<file path="src/rtl/evac_pkg.sv">
// evac_pkg: shared widths, dispatcher state encoding and mission-time defaults
package evac_pkg;
    localparam int ZONE_W = 8;
    localparam int PRIO_W = 2;
    localparam int DEF_MISSION_BASE = 16;
    localparam int DEF_MISSION_STEP = 8;
    typedef enum logic [1:0] {
        IDLE  = 2'd0,
        FETCH = 2'd1,
        ISSUE = 2'd2
    } state_t;
    function automatic int mission_cycles(input int base, input int step, input logic [PRIO_W-1:0] prio);
        return base + int'(prio) * step;
    endfunction
endpackage

</file>
<file path="src/rtl/evac_team_timer.sv">
// evac_team_timer: per-team mission countdown, busy while nonzero
module evac_team_timer #(
    parameter int TIME_W = 8
) (
    input  logic              clk,
    input  logic              rst,
    input  logic              load,
    input  logic [TIME_W-1:0] load_val,
    input  logic              recall,
    output logic              busy
);
    logic [TIME_W-1:0] t;
    always_ff @(posedge clk) begin
        if (rst) t <= '0;
        else if (load) t <= load_val;
        else if (recall) t <= '0;
        else if (t != '0) t <= t - 1'b1;
    end
    assign busy = t != '0;
endmodule

</file>
<file path="src/rtl/evac_dispatcher.sv">
// evac_dispatcher: pops queue entries and assigns them to the lowest free rescue team
module evac_dispatcher
    import evac_pkg::*;
#(
    parameter int NUM_TEAMS    = 4,
    parameter int TEAM_W       = 2,
    parameter int TIME_W       = 8,
    parameter int MISSION_BASE = DEF_MISSION_BASE,
    parameter int MISSION_STEP = DEF_MISSION_STEP
) (
    input  logic                 Main_Clock,
    input  logic                 Reset,
    input  logic                 Empty,
    input  logic [ZONE_W-1:0]    Output_Zone,
    input  logic [PRIO_W-1:0]    Output_Priority,
    input  logic                 Hold,
    input  logic [NUM_TEAMS-1:0] Team_Recall,
    output logic                 Serve,
    output logic                 Dispatch_Valid,
    output logic [ZONE_W-1:0]    Dispatch_Zone,
    output logic [PRIO_W-1:0]    Dispatch_Priority,
    output logic [TEAM_W-1:0]    Dispatch_Team,
    output logic [NUM_TEAMS-1:0] Team_Busy,
    output logic [15:0]          Dispatch_Count
);
    if (NUM_TEAMS < 1 || NUM_TEAMS > 8 || (1 << TEAM_W) < NUM_TEAMS ||
        MISSION_BASE + 3 * MISSION_STEP > (1 << TIME_W) - 1) begin : g_bad_params
        $error("evac_dispatcher: invalid parameter combination");
    end
    state_t            state;
    logic [TEAM_W-1:0] free_team;
    logic [TIME_W-1:0] load_val;
    assign load_val = TIME_W'(mission_cycles(MISSION_BASE, MISSION_STEP, Output_Priority));
    always_comb begin
        free_team = '0;
        for (int i = NUM_TEAMS - 1; i >= 0; i--) if (!Team_Busy[i]) free_team = TEAM_W'(i);
    end
    for (genvar i = 0; i < NUM_TEAMS; i++) begin : g_team
        evac_team_timer #(.TIME_W(TIME_W)) u_timer (
            .clk      (Main_Clock),
            .rst      (Reset),
            .load     (state == FETCH && free_team == TEAM_W'(i)),
            .load_val (load_val),
            .recall   (Team_Recall[i]),
            .busy     (Team_Busy[i])
        );
    end
    // Serve/Dispatch_Valid are registered so each is high exactly for its state
    always_ff @(posedge Main_Clock) begin
        if (Reset) begin
            state             <= IDLE;
            Serve             <= 1'b0;
            Dispatch_Valid    <= 1'b0;
            Dispatch_Zone     <= '0;
            Dispatch_Priority <= '0;
            Dispatch_Team     <= '0;
            Dispatch_Count    <= '0;
        end else begin
            Serve          <= 1'b0;
            Dispatch_Valid <= 1'b0;
            case (state)
                IDLE: if (!Empty && !Hold && !(&Team_Busy)) begin
                    state <= FETCH;
                    Serve <= 1'b1;
                end
                FETCH: begin
                    state             <= ISSUE;
                    Dispatch_Valid    <= 1'b1;
                    Dispatch_Zone     <= Output_Zone;
                    Dispatch_Priority <= Output_Priority;
                    Dispatch_Team     <= free_team;
                    Dispatch_Count    <= (&Dispatch_Count) ? Dispatch_Count : Dispatch_Count + 16'd1;
                end
                default: state <= IDLE;
            endcase
        end
    end
endmodule

</file>
<file path="config.mk">
export PLATFORM = sky130hd
export DESIGN_NAME = evac_dispatcher
export DESIGN_NICKNAME = d
export VERILOG_FILES = /design/src/rtl/evac_pkg.sv /design/src/rtl/evac_team_timer.sv /design/src/rtl/evac_dispatcher.sv
export SDC_FILE = /design/constraint.sdc
export NUM_CORES = 1
export LEC_CHECK = 0
export CORE_ASPECT_RATIO = 0.9
export CORE_MARGIN = 3
export CORE_UTILIZATION = 53
export CTS_CLUSTER_DIAMETER = 100
export DETAILED_ROUTE_END_ITERATION = 10
export HOLD_SLACK_MARGIN = 0.08
export PLACE_DENSITY = 0.89
export SLEW_MARGIN = 5
export SYNTH_ARGS = -nofsm -noshare
export SYNTH_HDL_FRONTEND = slang
export SYNTH_SLANG_ARGS = --single-unit
</file>
<file path="constraint.sdc">
create_clock -name Main_Clock -period 2.8 [get_ports Main_Clock]
set_input_delay 0.7 -clock Main_Clock [delete_from_list [all_inputs] [get_ports Main_Clock]]
set_output_delay 0.7 -clock Main_Clock [all_outputs]
set_load 0.05 [all_outputs]
</file>
# [Word level (Yosys, flattened, before mapping)]
# Cells that the tools add are included.
[word_totals] reg_bits=64 in_bits=18 wordCells=67 out_inout_bits=34
[op_classes] addsub=6 mux=20 eq_ne=5 bitwise_logic=2 n_reduce_logical=23
[ops] op="$mux W8" count=12
[ops] op="$reduce_bool A8 Y1" count=4
[ops] op="$sub A8 B1 Y8 const B" count=4
[ops] op="$add A16 B1 Y16 const B" count=1
[ops] op="$reduce_and A16 Y1" count=1
[ops] op="$reduce_bool A3 Y1" count=4
[ops] op="$mux W2" count=5
[ops] op="$add A5 B5 Y6 const A" count=1
[ops] op="$logic_and A1 B1 Y1" count=6
[ops] op="$eq A2 B1 Y1 const B" count=2
[ops] op="$eq A2 B2 Y1 const B" count=2
[ops] op="$logic_not A2 Y1" count=2
[ops] op="$pmux W2 S2" count=1
[ops] op="$reduce_and A4 Y1" count=1
[ops] op="$logic_not A1 Y1" count=3
[ops] op="$mux W1" count=2
[ops] op="$ne A2 B2 Y1 const B" count=1
[ops] op="$not A1 Y1" count=2
[ops] op="$reduce_and A2 Y1" count=1
[ops] op="$reduce_or A2 Y1" count=1

# [Longest topological paths before layout]
[depth] word_depth=8 depth_mapped=8

# [By module]
# A second synthesis with hierarchy kept.
[unflattened] hier_cells=438 hier_area_um2=3582.2
[by_module_without_submodules] mod="evac_team_timer" cells_per_inst=67 instances=4 area_each_um2=544.3
[by_module_without_submodules] mod="evac_dispatcher" cells_per_inst=170 instances=1 area_each_um2=1405.1

# [Least setup slack after synthesis]
# No wires, ideal clock.
[synth_path] path_kind="reg-to-output" startpoint="register g_team[0].u_timer.t[0]" endpoint="output port Team_Busy[0]" slack_ns=0.353 required_ns=2.100 arrival_ns=1.747 path_stages_with_launch=7 path_cell_list="dfxtp_1 -> inv_1 -> ha_1 -> or4b_4 -> nor4_4 -> inv_2 -> buf_4"
[synth_between] elab_chain_cells=1
[synth_lines] item="from (decl)" line_no="evac_team_timer.sv:12" text="logic [TIME_W-1:0] t;"
[synth_lines] item="from (signal assigned)" line_no="evac_team_timer.sv:15" text="else if (load) t <= load_val;"
[synth_lines] item="from (signal assigned)" line_no="evac_team_timer.sv:17" text="else if (t != '0) t <= t - 1'b1;"
[synth_lines] item="$reduce_bool A8 Y1" line_no="evac_team_timer.sv:19" text="assign busy = t != '0;"
[synth_lines] item="to (decl)" line_no="evac_dispatcher.sv:23" text="output logic [NUM_TEAMS-1:0] Team_Busy,"
# Every way passes these cells.

# [Worst setup path in the final report]
# Ends and elaborated chain as after synthesis.

==> flow_summary.toml <==
[routing]
drc_errors = 0
wl_um = 7408
wl_met3_um = 612
vias_per_cell = 5.707
ant_nets = 0
vias = 2785
wl_met2_um = 3417
wl_per_cell_um = 15.18
top_layer = "met4"
drt_iter0_markers = 189
m1WireLength_um = 3300
dr.pass1.iters = 4

[synthesis]
ys_seq_area_share_pct = 42.11
syn_area_um2 = 3043
yosysTopAreaCell = "dfxtp_1"
ys_warn_count = 0
avgSynthCellArea_um2 = 8.406
synth.distinct_cells = 56
synth_top_cell_area_share_pct = 42.11
synth_cells = 362
ys_seq_elements = 64
syn_nets = 386
synth_edf_count = 0
async_flop_share_pct = 0
ys.flop_type = "dfxtp_1"
synth.area.top_cells = "dfxtp_1 42%, nor2_1 5.4%, a21oi_1 5.1%, nand2_1 4.7%, xnor2_1 4.6%"

[sta]
tns_ns = 0
fmaxAchievable_ghz = 0.3733
relSlewSlack_pct = 59.33
finalHoldViolCount = 0
clock-skew-final_ns = 0.01039
post-route-period-util_pct = 95.66
fin_crit_ns = 2.679
setup_viol_count_final = 0
hold_slack_ns = 0.4540
slew_viol_final = 0
timing.final.ws_setup_ns = 0.1215
worst_pin_slew_ns = 0.6100

[clock_network]
cts_buffers = 9
holdBufCountCts = 0
cts.htree.levels = 3
clockBufferDepth = 2
tritoncts = "built"
clock-sinks = 64
clock_latency_ns = 0.35
cts_root_buffer = "clkbuf_8"
path_clk_slew_ns = 0.08

[die]
ios = 52
core-area_um2 = 5411
die_width_um = 85.87
design.die.area_um2 = 6688
start_util_pct = 56.23
die_y_um = 77.89
rows = 25

[run]
drv_cap = 0

[setup_path]
cp_data_arrival_time_ns = 1.98
critical_path.max_fanout = 7
end_kind = "primary output"
slowest_delay_ns = 0.52
cp_slowest_cell = "or4b_4"
cp.required_ns = 2.10
worst-setup-path-type = "flop to primary output"
startpoint_type = "flop"
r2r-start = "g_team[3].u_timer.t[0]"
path_cells = "inv_1 > ha_1 > or4b_4 > nor4_4 > inv_2 > buf_4"
critPathBufInv = 3
crit_path_start = "g_team[0].u_timer.t[0]"
path_delay_family = "simple AND/OR/NAND/NOR gates"

[layout]
fin_area_um2 = 3837
antennaDiodeCount = 0
area_growth_pct = 26.11
fin_util_pct = 70.91
drive_gt1_share_pct = 11.40
final_nets = 440

[placed_design]
place_congestion = 0.8706
preCtsSetupSlack_ns = 0.4253
io_buffer_count = 51
hpwl_um = 5171
place_area_um2 = 3605

[pwr]
ir_worst_vdd_v = 0.001143
powerDensity_nw_per_um2 = 1339
power_leakage_nw = 1.461

[worst_hold_path]
worstHoldStart = "Dispatch_Zone[5]"
hold_path.class = "flop to flop"

[global_route]
first_global_vias = 2671
grt_max_degree = 38
track_usage_pct = 23.47
antenna_found_initial = 0
gr-total-overflow = 0
grt_pass1_wl_um = 12450

[run_status]
outcome = "completed"
## synthesized netlist by cell type (3+ instances only)
cell	number
o21ai_0	5
a31oi_1	4
nor3_1	15
ha_1	6
o31ai_1	7
or3_1	3
nand4_1	7
nand3b_1	3
a21oi_1	31
clkbuf_1	12
buf_4	4
nand2b_1	3
nor2_1	44
nand3_1	15
xnor2_1	16
dfxtp_1	64
nor4_1	7
nor2b_1	6
or4_1	5
xor2_1	6
mux2i_1	5
inv_1	13
nand2_1	38
or2_2	3
and3_1	3
## layout by cell type, fill, tap and decap left out, types with 10 or more instances in the layout
cell,instances
dfxtp_1,64
clkdlybuf4s50_1,47
nor2_1,44
nand2_1,38
a21oi_1,31
xnor2_1,16
nand3_1,15
nor3_1,14
inv_1,13
buf_4,12
clkbuf_8,10
## through the flow
step,power [mW],instances
final,5.137,488
after global routing,5.488,488
after CTS,5.028,485
after detailed placement,4.187,469
after global placement,4.099,469
after floorplan,3.581,362
## worst register-to-register path: cells and delay by family (launching register included)
family                     cells  cell delay (ns)
AOI/OAI and AO/OA              1             0.29
adders and majority gates      1             0.17
buffers and inverters          2             0.38
DFF                            1             0.32
muxes                          1             0.22
and+or+nand+nor                3             0.75
## flip-flops by register name, indices dropped and copies added, names as in the netlist
name / cells
Dispatch_Count: 16
Dispatch_Valid: 1
Serve: 1
g_team.u_timer.t: 32
Dispatch_Zone: 8
Dispatch_Team: 2
Dispatch_Priority: 2
state: 2
## power breakdown
| group | internal (mW) | total, mW | leakage, nW | switching [mW] |
|---|---|---|---|---|
| registers | 1.11 | 1.31 | 0.520 | 0.201 |
| logic | 1.18 | 3.01 | 0.842 | 1.83 |
| clock network | 0.438 | 0.814 | 0.0989 | 0.376 |
| total | 2.73 | 5.14 | 1.46 | 2.41 |
## path summary, 6_finish.rpt
check / depth (start not counted) / slack (ns) / to
hold reg to reg: 2 / 0.45 / Dispatch_Zone[5]
hold / removal: 2 / 0.45 / Dispatch_Zone[5]
setup reg to reg: 8 / 0.59 / g_team[0].u_timer.t[5]
setup / recovery: 6 / 0.12 / Team_Busy[0]
## final cells by class
type	instances	area, µm²
Sequential cell	64	1281
Inverter	15	56.30
Timing Repair Buffer	60	580.6
Tap cell	67	83.83
Clock inverter	6	67.56
Clock buffer	10	137.6
Multi-Input combinational cell	266	1630
Fill cell	397	1574
## cell families (layout without fill, tap and decap cells)
group / count (synthesis) / in the layout / share of synthesized area (%)
compound gates: 65 / 65 / 13.90
mux: 6 / 6 / 2.015
simple gates: 167 / 167 / 28.70
buf+inv: 32 / 91 / 4.482
flops: 64 / 64 / 42.11
xor+xnor: 22 / 22 / 6.332
fa+ha+maj: 6 / 6 / 2.467
## what timing repair did
item	4_1_cts	5_1_grt
endpoints found under the hold margin	0	0
setup endpoints to repair	0	2
setup buffers	0	3
resized for setup	0	1
## routing by layer
layer | track usage, % | up-vias
met5 | 0 | -
met4 | 6.962 | 0
li1 | - | 1388
met2 | 36.29 | 99
met3 | 10.51 | 7
met1 | 29.33 | 1291
Power figures use the tool's default switching activity.
